[src/rtl/msg_pingpong_buffer_if.sv]
`default_nettype none
// ============================================================================
// Module   : msg_pingpong_buffer_if
// Brief    : Producer/reader bundle for the double-buffered message store.
// Revision : 1.0 - initial release
// ============================================================================
interface msg_pingpong_buffer_if #(
    parameter int DATA_W = 8,
    parameter int ADDR_W = 16
);
    logic              wr_rq;
    logic [ADDR_W-1:0] wr_addr;
    logic [DATA_W-1:0] wr_data;
    logic              wr_rdy;
    logic              wr_commit;
    logic [ADDR_W-1:0] wr_len;
    logic              rd_rq;
    logic [ADDR_W-1:0] rd_addr;
    logic              rd_rdy;
    logic [DATA_W-1:0] data_o;
    logic              rd_release;
    logic              msg_valid;
    logic [ADDR_W-1:0] msg_len;
    logic [DATA_W-1:0] msg_sum;
    logic              overrun;

    modport master (
        output wr_rq, wr_addr, wr_data, wr_commit, wr_len,
        output rd_rq, rd_addr, rd_release,
        input  wr_rdy, rd_rdy, data_o, msg_valid, msg_len, msg_sum, overrun
    );

    modport slave (
        input  wr_rq, wr_addr, wr_data, wr_commit, wr_len,
        input  rd_rq, rd_addr, rd_release,
        output wr_rdy, rd_rdy, data_o, msg_valid, msg_len, msg_sum, overrun
    );
endinterface
`default_nettype wire

[src/rtl/msg_pingpong_buffer.sv]
`default_nettype none
// ============================================================================
// Module   : msg_pingpong_buffer
// Brief    : Two-bank message store; producer fills one bank while the coder
//            drains the other. MSG_BUF_CHECKSUM_EN enables the XOR checksum.
// Revision : 1.0 - initial release
// ============================================================================
module msg_pingpong_buffer #(
    parameter int DATA_W = 8,
    parameter int ADDR_W = 16,
    parameter int DEPTH  = 256,
    parameter int RD_LAT = 1
) (
    input  wire logic            clk,
    input  wire logic            rst_l,
    msg_pingpong_buffer_if.slave bus
);
    localparam int         c_IDX_W     = $clog2(DEPTH);
    localparam logic [1:0] c_WAIT_LAST = 2'(RD_LAT > 1 ? RD_LAT - 2 : 0);

    typedef enum logic [0:0] {WR_IDLE = 1'b0, WR_ACK = 1'b1} wr_state_t;
    typedef enum logic [1:0] {RD_IDLE = 2'd0, RD_WAIT = 2'd1, RD_ACK = 2'd2} rd_state_t;

    wr_state_t         r_wr_state, w_wr_state_nxt;
    rd_state_t         r_rd_state, w_rd_state_nxt;

    logic [DATA_W-1:0] r_mem [2*DEPTH];
    logic              r_bank_sel;
    logic              r_msg_valid;
    logic              r_pending;
    logic              r_overrun;
    logic [ADDR_W-1:0] r_msg_len;
    logic [ADDR_W-1:0] r_pend_len;
    logic [1:0]        r_rd_cnt;
    logic [DATA_W-1:0] r_rd_q;
    logic [DATA_W-1:0] r_data_o;

    logic              w_wr_in_range, w_rd_in_range;
    logic              w_wr_accept, w_rd_accept;
    logic              w_wr_rdy, w_rd_rdy, w_rd_load;
    logic              w_commit_swap, w_commit_pend, w_overrun;
    logic              w_release_swap, w_release_clear, w_swap;
    logic [DATA_W-1:0] w_rd_mem;

    generate
        if (ADDR_W > c_IDX_W) begin : g_addr_check
            assign w_wr_in_range = (bus.wr_addr[ADDR_W-1:c_IDX_W] == '0);
            assign w_rd_in_range = (bus.rd_addr[ADDR_W-1:c_IDX_W] == '0);
        end else begin : g_addr_full
            assign w_wr_in_range = 1'b1;
            assign w_rd_in_range = 1'b1;
        end
    endgenerate

    // Writes stall while a second message waits for the reader to release.
    assign w_wr_accept = (r_wr_state == WR_IDLE) && bus.wr_rq && !r_pending;
    assign w_rd_accept = (r_rd_state == RD_IDLE) && bus.rd_rq;

    always_ff @(posedge clk) begin
        if (rst_l && w_wr_accept && w_wr_in_range)
            r_mem[{r_bank_sel, bus.wr_addr[c_IDX_W-1:0]}] <= bus.wr_data;
    end

    assign w_rd_mem = w_rd_in_range ? r_mem[{~r_bank_sel, bus.rd_addr[c_IDX_W-1:0]}] : '0;

    // ---------------- write FSM ----------------
    always_ff @(posedge clk or negedge rst_l) begin
        if (!rst_l) r_wr_state <= WR_IDLE;
        else        r_wr_state <= w_wr_state_nxt;
    end

    always_comb begin
        w_wr_state_nxt = r_wr_state;
        w_wr_rdy       = 1'b0;
        case (r_wr_state)
            WR_IDLE: if (w_wr_accept) w_wr_state_nxt = WR_ACK;
            WR_ACK: begin
                w_wr_rdy       = 1'b1;
                w_wr_state_nxt = WR_IDLE;
            end
            default: w_wr_state_nxt = WR_IDLE;
        endcase
    end

    // ---------------- read FSM ----------------
    always_ff @(posedge clk or negedge rst_l) begin
        if (!rst_l) r_rd_state <= RD_IDLE;
        else        r_rd_state <= w_rd_state_nxt;
    end

    always_comb begin
        w_rd_state_nxt = r_rd_state;
        w_rd_rdy       = 1'b0;
        w_rd_load      = 1'b0;
        case (r_rd_state)
            RD_IDLE: begin
                if (w_rd_accept) begin
                    if (RD_LAT == 1) begin
                        w_rd_state_nxt = RD_ACK;
                        w_rd_load      = 1'b1;
                    end else begin
                        w_rd_state_nxt = RD_WAIT;
                    end
                end
            end
            RD_WAIT: begin
                if (r_rd_cnt == c_WAIT_LAST) begin
                    w_rd_state_nxt = RD_ACK;
                    w_rd_load      = 1'b1;
                end
            end
            RD_ACK: begin
                w_rd_rdy       = 1'b1;
                w_rd_state_nxt = RD_IDLE;
            end
            default: w_rd_state_nxt = RD_IDLE;
        endcase
    end

    // Data is captured at request time so a swap mid-read cannot change it.
    always_ff @(posedge clk or negedge rst_l) begin
        if (!rst_l) begin
            r_rd_cnt <= '0;
            r_rd_q   <= '0;
            r_data_o <= '0;
        end else begin
            if (w_rd_accept) begin
                r_rd_cnt <= '0;
                r_rd_q   <= w_rd_mem;
            end else if (r_rd_state == RD_WAIT) begin
                r_rd_cnt <= r_rd_cnt + 2'd1;
            end
            if (w_rd_load)
                r_data_o <= (r_rd_state == RD_IDLE) ? w_rd_mem : r_rd_q;
        end
    end

    // ---------------- commit / release ----------------
    assign w_commit_swap   = bus.wr_commit && (!r_msg_valid || (!r_pending && bus.rd_release));
    assign w_commit_pend   = bus.wr_commit && r_msg_valid && !r_pending && !bus.rd_release;
    assign w_overrun       = bus.wr_commit && r_pending;
    assign w_release_swap  = bus.rd_release && r_msg_valid && r_pending;
    assign w_release_clear = bus.rd_release && r_msg_valid && !r_pending && !bus.wr_commit;
    assign w_swap          = w_commit_swap || w_release_swap;

    always_ff @(posedge clk or negedge rst_l) begin
        if (!rst_l) begin
            r_bank_sel  <= 1'b0;
            r_msg_valid <= 1'b0;
            r_pending   <= 1'b0;
            r_overrun   <= 1'b0;
            r_msg_len   <= '0;
            r_pend_len  <= '0;
        end else begin
            r_overrun <= w_overrun;
            if (w_swap) begin
                r_bank_sel  <= ~r_bank_sel;
                r_msg_valid <= 1'b1;
                r_msg_len   <= w_commit_swap ? bus.wr_len : r_pend_len;
            end else if (w_release_clear) begin
                r_msg_valid <= 1'b0;
            end
            if (w_commit_pend) begin
                r_pending  <= 1'b1;
                r_pend_len <= bus.wr_len;
            end else if (w_release_swap) begin
                r_pending  <= 1'b0;
            end
        end
    end

`ifdef MSG_BUF_CHECKSUM_EN
    logic [DATA_W-1:0] r_fill_sum;
    logic [DATA_W-1:0] r_msg_sum;
    logic [DATA_W-1:0] w_fill_sum_upd;

    // A write landing with the commit still belongs to the committed message.
    assign w_fill_sum_upd = (w_wr_accept && w_wr_in_range) ? (r_fill_sum ^ bus.wr_data) : r_fill_sum;

    always_ff @(posedge clk or negedge rst_l) begin
        if (!rst_l) begin
            r_fill_sum <= '0;
            r_msg_sum  <= '0;
        end else if (w_swap) begin
            r_msg_sum  <= w_fill_sum_upd;
            r_fill_sum <= '0;
        end else begin
            r_fill_sum <= w_fill_sum_upd;
        end
    end

    assign bus.msg_sum = r_msg_sum;
`else
    assign bus.msg_sum = '0;
`endif

    assign bus.wr_rdy    = w_wr_rdy;
    assign bus.rd_rdy    = w_rd_rdy;
    assign bus.data_o    = r_data_o;
    assign bus.msg_valid = r_msg_valid;
    assign bus.msg_len   = r_msg_len;
    assign bus.overrun   = r_overrun;
endmodule
`default_nettype wire

[src/flat_wrapper.sv]
// flat-port wrapper written by rule: the top's interface ports become plain ports
module msg_pingpong_buffer_flat 
#(
    parameter int DATA_W = 8,
    parameter int ADDR_W = 16,
    parameter int DEPTH  = 256,
    parameter int RD_LAT = 1
)
  (clk, rst_l, bus_wr_rq, bus_wr_addr, bus_wr_data, bus_wr_commit, bus_wr_len, bus_rd_rq, bus_rd_addr, bus_rd_release, bus_wr_rdy, bus_rd_rdy, bus_data_o, bus_msg_valid, bus_msg_len, bus_msg_sum, bus_overrun);
  msg_pingpong_buffer_if #(.DATA_W(DATA_W), .ADDR_W(ADDR_W)) bus_i ();
  input  wire logic clk;
  input  wire logic rst_l;
  input wire logic [$bits(bus_i.wr_rq)-1:0] bus_wr_rq;
  input wire logic [$bits(bus_i.wr_addr)-1:0] bus_wr_addr;
  input wire logic [$bits(bus_i.wr_data)-1:0] bus_wr_data;
  input wire logic [$bits(bus_i.wr_commit)-1:0] bus_wr_commit;
  input wire logic [$bits(bus_i.wr_len)-1:0] bus_wr_len;
  input wire logic [$bits(bus_i.rd_rq)-1:0] bus_rd_rq;
  input wire logic [$bits(bus_i.rd_addr)-1:0] bus_rd_addr;
  input wire logic [$bits(bus_i.rd_release)-1:0] bus_rd_release;
  output wire logic [$bits(bus_i.wr_rdy)-1:0] bus_wr_rdy;
  output wire logic [$bits(bus_i.rd_rdy)-1:0] bus_rd_rdy;
  output wire logic [$bits(bus_i.data_o)-1:0] bus_data_o;
  output wire logic [$bits(bus_i.msg_valid)-1:0] bus_msg_valid;
  output wire logic [$bits(bus_i.msg_len)-1:0] bus_msg_len;
  output wire logic [$bits(bus_i.msg_sum)-1:0] bus_msg_sum;
  output wire logic [$bits(bus_i.overrun)-1:0] bus_overrun;
  assign bus_i.wr_rq = bus_wr_rq;
  assign bus_i.wr_addr = bus_wr_addr;
  assign bus_i.wr_data = bus_wr_data;
  assign bus_i.wr_commit = bus_wr_commit;
  assign bus_i.wr_len = bus_wr_len;
  assign bus_i.rd_rq = bus_rd_rq;
  assign bus_i.rd_addr = bus_rd_addr;
  assign bus_i.rd_release = bus_rd_release;
  assign bus_wr_rdy = bus_i.wr_rdy;
  assign bus_rd_rdy = bus_i.rd_rdy;
  assign bus_data_o = bus_i.data_o;
  assign bus_msg_valid = bus_i.msg_valid;
  assign bus_msg_len = bus_i.msg_len;
  assign bus_msg_sum = bus_i.msg_sum;
  assign bus_overrun = bus_i.overrun;
  msg_pingpong_buffer #(.DATA_W(DATA_W), .ADDR_W(ADDR_W), .DEPTH(DEPTH), .RD_LAT(RD_LAT)) u_core (.clk(clk), .rst_l(rst_l), .bus(bus_i));
endmodule
[config.mk]
export PLATFORM = sky130hd
export DESIGN_NAME = msg_pingpong_buffer_flat
export DESIGN_NICKNAME = d
export VERILOG_FILES = /design/src/rtl/msg_pingpong_buffer_if.sv /design/src/rtl/msg_pingpong_buffer.sv /design/src/flat_wrapper.sv
export SDC_FILE = /design/constraint.sdc
export NUM_CORES = 2
export LEC_CHECK = 0
export ABC_CLOCK_PERIOD_IN_PS = 6150
export BUFFER_PORTS_ARGS = -buffer_cell sky130_fd_sc_hd__buf_2
export CORE_MARGIN = 2
export CORE_UTILIZATION = 34
export CTS_BUF_LIST = sky130_fd_sc_hd__clkbuf_8
export DETAILED_ROUTE_END_ITERATION = 8
export SLEW_MARGIN = 20
export SYNTH_ARGS = -nofsm -noshare
export SYNTH_HDL_FRONTEND = slang
export SYNTH_SLANG_ARGS = --single-unit
export TNS_END_PERCENT = 10
[constraint.sdc]
create_clock -name clk -period 6.15 [get_ports clk]
set_input_delay 1.23 -clock clk [delete_from_list [all_inputs] [get_ports clk]]
set_output_delay 1.23 -clock clk [all_outputs]
set_load 0.03 [all_outputs]
==> impl_metrics.env <==
export IMPL_post_route_min_period_ns=4.65
export IMPL_r2r_setup_slack_ns=2.07
export IMPL_cts_sinks=4142
export IMPL_hold_viol_final=0
export IMPL_synthCells=7790
export IMPL_synth_largest_area_cell="edfxtp_1"
export IMPL_synth_seq_area_share_pct=77.2
export IMPL_gp_congestion=0.845
export IMPL_final_cell_mix="edfxtp_1 (4096), mux4_2 (817), clkbuf_8 (678), nor2_1 (592), mux2i_1 (489)"
export IMPL_setup_violations=0
export IMPL_firstDrtPassIters=6
export IMPL_place_detailed_hpwl_mm=264
export IMPL_crit_type="primary input to register"
export IMPL_cts_inserted_buffers=662
export IMPL_fin_util_pct=38.5
export IMPL_wl_per_cell_um=28.6
export IMPL_die_w_um=692
export IMPL_crit_path_top_delay_cell="mux2i_1"
export IMPL_grt_max_degree=173
export IMPL_grt_pass1_vias=82800
export IMPL_wirelength_mm=432
export IMPL_cts_root_buf="clkbuf_8"
export IMPL_ios=98
export IMPL_grt_ovfl_total=0
export IMPL_max_freq_mhz=215
export IMPL_clock_latency_ns=1.20
export IMPL_synth_cell_types=71
export IMPL_finalSetupTns_ns=0
export IMPL_r2r_start="u_core.r_rd_state[1]"
export IMPL_yosys_warnings=0
export IMPL_die_h_um=692
export IMPL_synth_seq_cells=4142
export IMPL_clkTransAtPathRegs_ns=0.06
export IMPL_p_per_area_mw_per_mm2=309
export IMPL_drt_iter0_drc=10700
export IMPL_cts_max_level=6
export IMPL_ant_nets=0
export IMPL_status="complete, no violations"
export IMPL_drv_cap=0
export IMPL_layout_drive_gt1_share_pct=23.3
export IMPL_rr_worst_depth=10
export IMPL_cts_setup_buffers=0
export IMPL_fin_nets=8369
export IMPL_post_cts_resized=0
export IMPL_cts_hold_buf=0
export IMPL_antenna_found_initial=25
export IMPL_cp_data_required_time_ns=7.22
export IMPL_clock_path_buffers=4
export IMPL_synthFlopType="edfxtp_1"
export IMPL_async_reset_ff_share_pct=1.11
export IMPL_dieArea_mm2=0.478
export IMPL_tightestPinTransition_ns=1.24
export IMPL_viasPerCell=5.46
export IMPL_cts_tree="done"
export IMPL_start_util_pct=34.1
export IMPL_crit_path_start_kind="primary input"
export IMPL_p_leak_nw=57.2
export IMPL_grt_setup_unrepaired="no"
export IMPL_numPortBuffers=89
export IMPL_final_period_utilization_pct=75.6
export IMPL_r2r_end="u_core.bus.data_o[7]"
export IMPL_syn2layout_area_growth_pct=12.8
export IMPL_grtUsageTotal_pct=17.5
export IMPL_syn_area_mm2=0.161
export IMPL_crit_arrival_ns=5.72
export IMPL_yosysTopAreaCellShare_pct=76.5
export IMPL_vdd_drop_max_uv=232
export IMPL_crit_chain="buf_12, buf_12, buf_4, mux2i_1, o22ai_2, a211o_1, a31oi_1, o221ai_1, buf_4, a22oi_1, o221ai_1, a21o_1"
export IMPL_worstSetupEndpointType="register"
export IMPL_cp_max_fo=60
export IMPL_final_common_cell="edfxtp_1"
export IMPL_remaining_drc_errors=0
export IMPL_ff_latch_area_mm2=0.124
export IMPL_slew_headroom_pct=17.4
export IMPL_syn_area_per_cell_um2=20.6
export IMPL_fillers=42200
export IMPL_slew_violations=0
export IMPL_multi_input_area_mm2=0.0341
export IMPL_synth_edf_count=4096
export IMPL_skew_ns=0.0791
export IMPL_max_stage_delay_ns=1.00
export IMPL_synth_area_leaders="edfxtp_1 (77%), mux4_2 (11%), mux2i_1 (3.0%)"
export IMPL_grt_first_pass_wirelength_mm=610
export IMPL_core_region_area_mm2=0.471
export IMPL_dr_total_vias=82300
export IMPL_hp_class="primary input to asynchronous set/reset pin"
export IMPL_row_count=252
synthesized netlist by cell type (all sizes together), types with 20 or more instances:
cell type / n
nand2: 165
a211oi: 67
dfrtp: 46
a21oi: 76
o22ai: 130
nor2b: 30
buf: 298
nand4: 48
mux2: 31
mux2i: 489
clkbuf: 192
nor2: 596
nand3: 45
o221ai: 21
edfxtp: 4096
a22oi: 304
nand2b: 20
o21ai: 57
mux4: 817
nor3: 57
worst max-delay path by stage:
| stage | start | slack, ns | end | cells after the start |
|---|---|---|---|---|
| floorplan | bus_rd_addr[0] | 2.40 | u_core.bus.data_o[7] | 12 |
| global placement | bus_rd_addr[0] | -0.11 | u_core.bus.data_o[4] | 12 |
| detailed placement | bus_rd_addr[0] | 0.36 | u_core.bus.data_o[4] | 12 |
| CTS | bus_rd_addr[0] | 1.64 | u_core.bus.data_o[4] | 12 |
| global route | bus_rd_addr[0] | 1.51 | u_core.bus.data_o[4] | 12 |
| finish | bus_rd_addr[0] | 1.50 | u_core.bus.data_o[4] | 12 |
kinds of logic after synthesis:
kind of cell | count (synthesis) | synth area share [%]
compound gates | 764 | 3.35
buf+inv | 497 | 1.80
other cells | 1 | 0.00233
xor+xnor | 1 | 0.00545
mux | 1337 | 14.7
flops | 4142 | 77.2
simple gates | 1048 | 2.91
sequential cells by signal, summed over array words and instances (netlist names), 8 cells and up:
register            cells
u_core.bus.msg_len     16
u_core.bus.data_o       8
u_core.r_pend_len      16
u_core.r_mem         4096
cell type report:
class                           count  share of cell area [%]
Sequential cell                  4142                    68.5
Multi-Input combinational cell   3158                    18.8
Clock buffer                      678                    5.15
Tap cell                         6223                    4.29
Timing Repair Buffer              336                    1.72
Clock inverter                    523                    1.56
Inverter                            7                  0.0159
Antenna cell                        8                  0.0110
through the flow:
stage	worst slack (ns)	cells	cell area, um^2	hold WS (ns)	total power [mW]
6_report	1.50	15100	181000	0.226	56.0
5_1_grt	1.51	15100	181000	0.207	57.7
4_1_cts	1.64	15100	181000	0.124	56.4
3_5_place_dp	0.359	13900	169000	0.442	34.7
3_3_place_gp	-0.106	13900	169000	0.425	34.6
2_1_floorplan	2.40	7797	161000	0.458	33.2
worst max-delay path: cells and delay by family:
family	cells	cell delay (ns)
AOI/OAI and AO/OA	7	1.92
muxes	1	1.00
buffers and inverters	4	1.29
metal layers:
metal / share of wire (%) / routed length [um] / track usage [%] / vias to the layer above
met2: 47 / 202000 / 27.5 / 4096
li1: - / - / - / 33500
met1: 41 / 177000 / 24.2 / 43900
met4: 3.3 / 14200 / 5.82 / 10
met5: 0.016 / 68 / 0 / -
met3: 9.1 / 39200 / 3.73 / 725
report_power, final:
group,switching (mW),total (mW),internal (mW),leakage [nW]
logic,1.99,2.94,0.946,12.7
clock network,11.0,22.0,10.9,7.05
registers,0.0502,31.1,31.1,37.4
total,13.1,56.0,43.0,57.2
(Power assumes the default switching activity.)
